$ cat src/rtl/timer_bus_if_pkg.sv
// Shared definitions for the machine-timer bus interface: register offsets,
// word indices and the bus FSM state encoding.
package timer_bus_if_pkg;

    localparam logic [3:0] ADDR_MTIMEL    = 4'h0;
    localparam logic [3:0] ADDR_MTIMEH    = 4'h4;
    localparam logic [3:0] ADDR_MTIMECMPL = 4'h8;
    localparam logic [3:0] ADDR_MTIMECMPH = 4'hC;

    // Word index = addr[3:2]; decode is done on these.
    localparam logic [1:0] WORD_MTIMEL    = ADDR_MTIMEL[3:2];
    localparam logic [1:0] WORD_MTIMEH    = ADDR_MTIMEH[3:2];
    localparam logic [1:0] WORD_MTIMECMPL = ADDR_MTIMECMPL[3:2];
    localparam logic [1:0] WORD_MTIMECMPH = ADDR_MTIMECMPH[3:2];

    typedef enum logic [1:0] {
        ST_IDLE = 2'd0,
        ST_EXEC = 2'd1,
        ST_RESP = 2'd2
    } bus_state_t;

    function automatic logic is_aligned(input logic [3:0] addr);
        return addr[1:0] == 2'b00;
    endfunction

endpackage

$ cat src/rtl/timer_bus_if_cmp64.sv
// Unsigned 64-bit greater-or-equal compare of the live timer against mtimecmp.
module timer_cmp64 (
    input  logic [63:0] a,
    input  logic [63:0] b,
    output logic        ge
);

    assign ge = (a >= b);

endmodule

$ cat src/rtl/timer_bus_if.sv
// Bus front-end for a RISC-V style machine timer: single-outstanding
// request/response port, timer write strobes, coherent 64-bit reads and mtip.
//
// Handshake: a request is taken on a cycle where req_valid && req_ready; a
// response is retired on a cycle where resp_valid && resp_ready, and
// resp_rdata/resp_err stay stable while resp_valid is high and unretired.
module timer_bus_if
    import timer_bus_if_pkg::*;
#(
    parameter bit SNAP_EN = 1'b1
) (
    input  logic        clk,
    input  logic        resetb,
    input  logic        req_valid,
    output logic        req_ready,
    input  logic        req_we,
    input  logic [3:0]  req_addr,
    input  logic [31:0] req_wdata,
    output logic        resp_valid,
    input  logic        resp_ready,
    output logic [31:0] resp_rdata,
    output logic        resp_err,
    output logic        wenl,
    output logic        wenh,
    output logic        sel,
    output logic [31:0] din,
    input  logic [31:0] mtimel,
    input  logic [31:0] mtimeh,
    input  logic [63:0] mtimecmp,
    output logic        mtip
);

    bus_state_t  state, state_nxt;
    logic        lat_we;
    logic [3:0]  lat_addr;
    logic [31:0] hi_snap;
    logic        snap_valid;
    logic        accept;
    logic        aligned;
    logic        exec_wr;
    logic [1:0]  word;
    logic [31:0] rd_mux;
    logic        ge;

    assign req_ready  = (state == ST_IDLE);
    assign resp_valid = (state == ST_RESP);
    assign accept     = req_valid && req_ready;
    assign aligned    = is_aligned(lat_addr);
    assign word       = lat_addr[3:2];
    assign exec_wr    = (state == ST_EXEC) && lat_we && aligned;

    // Qualified with resetb so a write caught by reset in EXEC never strobes.
    assign wenl = exec_wr && !lat_addr[2] && resetb;
    assign wenh = exec_wr &&  lat_addr[2] && resetb;

    always_comb begin
        state_nxt = state;
        case (state)
            ST_IDLE: if (accept) state_nxt = ST_EXEC;
            ST_EXEC: state_nxt = ST_RESP;
            ST_RESP: if (resp_ready) state_nxt = ST_IDLE;
            default: state_nxt = ST_IDLE;
        endcase
    end

    always_comb begin
        rd_mux = '0;
        if (!lat_we && aligned) begin
            case (word)
                WORD_MTIMEL:    rd_mux = mtimel;
                WORD_MTIMEH:    rd_mux = (SNAP_EN && snap_valid) ? hi_snap : mtimeh;
                WORD_MTIMECMPL: rd_mux = mtimecmp[31:0];
                WORD_MTIMECMPH: rd_mux = mtimecmp[63:32];
                default:        rd_mux = '0;
            endcase
        end
    end

    always_ff @(posedge clk) begin
        if (!resetb) begin
            state      <= ST_IDLE;
            lat_we     <= 1'b0;
            lat_addr   <= '0;
            resp_rdata <= '0;
            resp_err   <= 1'b0;
            sel        <= 1'b0;
            din        <= '0;
            hi_snap    <= '0;
            snap_valid <= 1'b0;
        end else begin
            state <= state_nxt;
            if (accept) begin
                lat_we   <= req_we;
                lat_addr <= req_addr;
                // sel/din only move for aligned writes so they hold otherwise.
                if (req_we && is_aligned(req_addr)) begin
                    sel <= req_addr[3];
                    din <= req_wdata;
                end
            end
            if (state == ST_EXEC) begin
                resp_rdata <= rd_mux;
                resp_err   <= !aligned;
                if (SNAP_EN && aligned) begin
                    if (!lat_we && word == WORD_MTIMEL) begin
                        hi_snap    <= mtimeh;
                        snap_valid <= 1'b1;
                    end else if (!lat_we && word == WORD_MTIMEH) begin
                        snap_valid <= 1'b0;
                    end else if (lat_we && !lat_addr[3]) begin
                        snap_valid <= 1'b0;
                    end
                end
            end
        end
    end

    timer_cmp64 u_cmp (
        .a  ({mtimeh, mtimel}),
        .b  (mtimecmp),
        .ge (ge)
    );

    always_ff @(posedge clk) begin
        if (!resetb) mtip <= 1'b0;
        else         mtip <= ge;
    end

endmodule

$ cat config.mk
export PLATFORM = sky130hd
export DESIGN_NAME = timer_bus_if
export DESIGN_NICKNAME = d
export VERILOG_FILES = /design/src/rtl/timer_bus_if_pkg.sv /design/src/rtl/timer_bus_if_cmp64.sv /design/src/rtl/timer_bus_if.sv
export SDC_FILE = /design/constraint.sdc
export NUM_CORES = 1
export LEC_CHECK = 0
export BUFFER_PORTS_ARGS = -buffer_cell sky130_fd_sc_hd__buf_2
export CAP_MARGIN = 20
export CORE_MARGIN = 10
export CORE_UTILIZATION = 52
export CTS_BUF_LIST = sky130_fd_sc_hd__clkbuf_8
export DETAILED_ROUTE_END_ITERATION = 10
export PLACE_DENSITY = 0.83
export SLEW_MARGIN = 10
export SYNTH_ARGS = -nofsm -noshare
export SYNTH_HDL_FRONTEND = slang
export SYNTH_HIERARCHICAL = 1
export SYNTH_SLANG_ARGS = --single-unit
$ cat constraint.sdc
create_clock -name clk -period 4.2 [get_ports clk]
set_input_delay 1.26 -clock clk [delete_from_list [all_inputs] [get_ports clk]]
set_output_delay 1.26 -clock clk [all_outputs]
set_load 0.005 [all_outputs]
; ---- Yosys cells after proc, flatten, opt, wreduce, memory -nomap -nowiden
; Index checks and enable logic that the tools add are counted.
[word_totals]
register_bits = 107
in_bits = 169
out_inout_bits = 71
word_cells = 52
[classes]
magnitude_cmp = 1
eq_ne = 7
mux = 9
reduce_logical = 25
[ops]
columns = cell, count
row1 = $pmux 32 s4, 1
row2 = $ge 64x64->1, 1
row3 = $mux 32, 2
row4 = $logic_and 1x1->1, 12
row5 = $logic_not 2->1, 4
row6 = $eq 2x2->1 const B, 3
row7 = $pmux 2 s3, 1
row8 = $reduce_and 3->1, 2
row9 = $eq 2x1->1 const B, 2
row10 = $logic_not 1->1, 4
row11 = $mux 2, 2
row12 = $ne 2x1->1 const B, 2
row13 = $reduce_and 2->1, 2
row14 = $mux 1, 3
row15 = $reduce_bool 3->1, 1

; ---- Longest topological paths before layout
[depth]
word_depth = 5
depth_mapped = 9
ltp_nobuf = 9

; ---- By module
; Netlist, hierarchy kept.
[modules_own_cells]
columns = module, n_inst, cells_per_inst, area_per_inst_um2, seq_area_each_um2
row1 = timer_bus_if, 1, 611, 5247.5, 2142.1
row2 = timer_cmp64, 1, 228, 1581.5, 0.0

; ---- Least setup slack after synthesis
; Ideal clock, no wire load.
[synth_path]
path_type = input port to flip-flop
from = input mtimecmp[62]
to = register mtip
setup_time_ns = 0.059
t_arrival_ns = 3.261
required_ns = 4.141
setup_slack_ns = 0.880
cell_stages = 8
path_buffers = 0
cell_sequence = inv_1 ha_1 nand4_1 or4_1 or3_1 or4_1 o21ai_1 and2_1
[synth_between]
elab_chain_len = 1
[synth_rtl]
columns = element, line_no
row1 = start: declaration, timer_bus_if.sv:29  ; input logic [63:0] mtimecmp,
row2 = $ge 64x64->1, timer_bus_if_cmp64.sv:8  ; assign ge = (a >= b);
row3 = net ge, timer_bus_if.sv:43  ; logic ge;
row4 = end signal: assignment, timer_bus_if.sv:126  ; else mtip <= ge;
row5 = end: declaration, timer_bus_if.sv:30  ; output logic mtip
; The timed path passes the listed nets, and every way through them passes these cells.
; A chain may end at the register's enable or synchronous reset.

; ---- Worst setup path after layout
[layout_path]
from = register state[1]
to = output wenh
[layout_between]
elab_chain_len = 5
[layout_rtl]
columns = element, line_no
row1 = start: declaration, timer_bus_if.sv:33  ; bus_state_t state, state_nxt;
row2 = start signal: assignment, timer_bus_if.sv:91  ; state <= state_nxt;
row3 = $eq 2x1->1, timer_bus_if.sv:50  ; assign exec_wr = (state == ST_EXEC) && lat_we && aligned;
row4 = $logic_and 1x1->1 (2 in series), timer_bus_if.sv:50
row5 = $logic_and 1x1->1 (2 in series), timer_bus_if.sv:54  ; assign wenh = exec_wr && lat_addr[2] && resetb;
row6 = end: declaration, timer_bus_if.sv:24  ; output logic wenh,
; No other way between the ends.

==> impl_results.md <==
* Final setup viols at 0
* Logic gate share of total power at 0.233
* Largest net degree at the start of global routing at 104
* Net Sw Power at 0.8208 mW
* Crit Path Category: register to output pin
* Cells after Synth at 839
* Status: finished clean
* R2r startpoint: state[1]
* Vias after detailed routing at 7244
* Post-CTS Resized at 0
* Global-route wire length before repair at 37.24 mm
* WP data arrival at 2.13 ns
* Cell Chain, Critical Path: or4b_1 > nor3_1 > buf_2
* Area growth syn-to-layout at 21.60%
* Drt pass-1 iters at 6
* Final hold violations at 0
* GPL Wtd Cong at 0.8577
* Initial Util at 0.5368
* Post-route DRC at 0
* Clock root buffer: clkbuf_8
* Max Cap Viol at 0
* Share of layout cells above drive strength 1 at 0.2718
* Class of the worst hold path: register to register
* Internal Pwr Total at 1.547 mW
* Max Root-Sink Buffers at 2
* Setup Buffers After CTS at 0
* CTS tree: built
* PortBufs at 239
* WL final at 23.64 mm
* Hold Buf Count CTS at 0
* Worst path bufs/invs at 1
* Yosys warnings at 6
* Die Footprint at 18120 µm²
* Htree depth at 3
* DIE WIDTH at 134.6 µm
* Core ar. at 12720 µm²
* Clock sink total at 107
* Vias in the first global route at 7174
* Fin Setup TNS at 0 ns
* Row count at 41
* CP Capture Type: output pin
* Yosys top cell area share at 0.3137
* Worst slew pin tran at 1.097 ns
* Clk Latency, worst-skew pair at 0.41 ns
* CP max-delay cell: or4b_1
* Clock Skew at 0.01495 ns
* 1st-iter DRT viols at 561
* CP top delay family: simple AND/OR/NAND/NOR gates
* Layout net count at 1262
* Fmax at 295.2 MHz
* Synth Flop Type: dfxtp_1
* Min Tclk post-route at 3.387 ns
* Initial antenna violation count at 3
* Routed wire per std cell at 19.57 µm
* Worst-path fanout max at 13
* Hold_sp: resp_rdata[16]
* Drt via density at 5.997
* GRT Util Overall at 0.2499
* Synth area leaders: dfxtp_1 31%, ha_1 12%, a21oi_1 7.2%, o21ai_0 5.4%, nand3_1 5.2%
* Die Span Y at 134.6 µm
* LEAKAGE at 3.676 nW
* Sw frac at 0.3467
* Sequential power share at 0.470
* Number of synthesized flops with an enable pin at 0
* IO Count at 240
* Seq/Total Area, Yosys at 0.3137
* Post-Route Utilization at 0.6527
* #FFs+latches synth at 107
* Detailed Place HPWL at 17.17 mm
* Unique cell type count in the Yosys netlist at 40
* Clock power frac at 0.297
* Register-to-register setup slack at 1.53 ns
* Setup crit start: state[1]
* Period utilisation layout at 0.8065
* Cell area after synthesis at 6829 µm²
* Syn nets at 1072
* Slowest stage delay, CP at 0.82 ns
* Maximum VDD drop at 0.3191 mV
* Synthesized area per cell at 8.140 µm²
* Setup crit start kind: register
* Synth area leader: dfxtp_1
* Slew headroom at 0.2687
* RSZ-0062 raised after global routing: no
* Grt ovf at 0
* Slew Viols, Final at 0
* Total CTS buffers at 9
* Post-synthesis async set-or-reset flop share at 0
* Clk slew on worst S/H paths at 0.13 ns
* Routed Antenna Nets at 0
* PD cells at 285.1 nW/µm²
* Worst EP required at 2.94 ns
power groups by stage:
| stage | logic [mW] | registers, mW | clock network, mW |
|---|---|---|---|
| after floorplan | 0.341 | 1.10 | 0 |
| after global placement | 0.533 | 1.13 | 0 |
| after detailed placement | 0.544 | 1.14 | 0 |
| after CTS | 0.546 | 1.11 | 0.720 |
| after global routing | 0.611 | 1.12 | 0.749 |
| final | 0.553 | 1.11 | 0.702 |
sequential cells by signal, indices dropped and copies added, names as in the netlist:
name / cells
din: 32
hi_snap: 32
resp_rdata: 32
lat_addr: 4
state: 2
lat_we: 1
mtip: 1
resp_err: 1
sel: 1
snap_valid: 1
synth_stat cells (all sizes together), types with 4 or more instances:
| cell | number |
|---|---|
| or3 | 34 |
| mux2i | 32 |
| nor2b | 34 |
| ha | 64 |
| clkbuf | 62 |
| nand4 | 12 |
| inv | 67 |
| a21oi | 98 |
| nand4b | 33 |
| a32o | 32 |
| nand3 | 71 |
| nor2 | 14 |
| buf | 11 |
| nor3 | 6 |
| nand2 | 27 |
| o21ai | 75 |
| a211oi | 4 |
| o221ai | 33 |
| dfxtp | 107 |
final timing paths:
kind | to | cells past startpoint
setup / recovery | wenh | 3
hold / removal | resp_rdata[16] | 1
setup reg to reg | resp_rdata[11] | 5
hold reg to reg | resp_rdata[16] | 1
routing by layer:
layer | vias up | global-route usage | share of wire
li1 | 3494 | - | -
met1 | 3400 | 0.2857 | 0.40
met2 | 306 | 0.4268 | 0.48
met3 | 42 | 0.08012 | 0.088
met4 | 2 | 0.09008 | 0.027
met5 | - | 0 | 0.00055
layout make-up:
type,instances,area [µm²]
fillers,1157,4418
clock buffers,9,123.9
flip-flops and latches,107,2148
inverters,67,251.5
well taps,172,215.2
diodes,2,5.005
multi-input cells,592,4165
repair buffers,252,1294
clock inverters,7,101.3
logic make-up after synthesis:
logic type,share of synthesized area
AO/OA/AOI/OAI,0.2296
adder cells (fa/ha/maj),0.1173
buffers and inverters,0.07951
flip-flops,0.3137
multiplexers,0.04690
AND/OR/NAND/NOR,0.2131
cells in the final DEF (no fill, tap or decap), types with 2 or more instances in the layout:
cell type,count
dfxtp_2,2
nor2b_1,34
or4_1,3
nand4b_1,33
ha_1,64
o21ai_0,74
dfxtp_1,104
a21oi_1,98
clkbuf_8,9
nand2_1,27
clkinv_8,4
a32o_1,32
o221ai_1,33
buf_2,239
nand4_1,12
inv_1,66
nor2_2,2
or3_1,34
mux2i_1,32
buf_4,13
nand3_1,71
a211oi_1,4
nor3b_2,2
diode_2,2
a21o_1,2
nor2_1,12
nor3_1,5
or3b_2,2
nand2b_1,2
per-stage QoR:
step | cells | setup WS, ns | total power [mW] | hold WS [ns] | cell area, µm²
after CTS | 1206 | 0.7847 | 2.379 | 0.4789 | 8299
after detailed placement | 1190 | 0.4732 | 1.679 | 0.4494 | 8074
after global routing | 1207 | 0.6877 | 2.481 | 0.4832 | 8302
after global placement | 1190 | 0.5389 | 1.667 | 0.4431 | 8074
final | 1208 | 0.8128 | 2.367 | 0.4748 | 8304
after floorplan | 839 | 0.8801 | 1.441 | 0.4444 | 6829
Power figures use the tool's default switching activity.
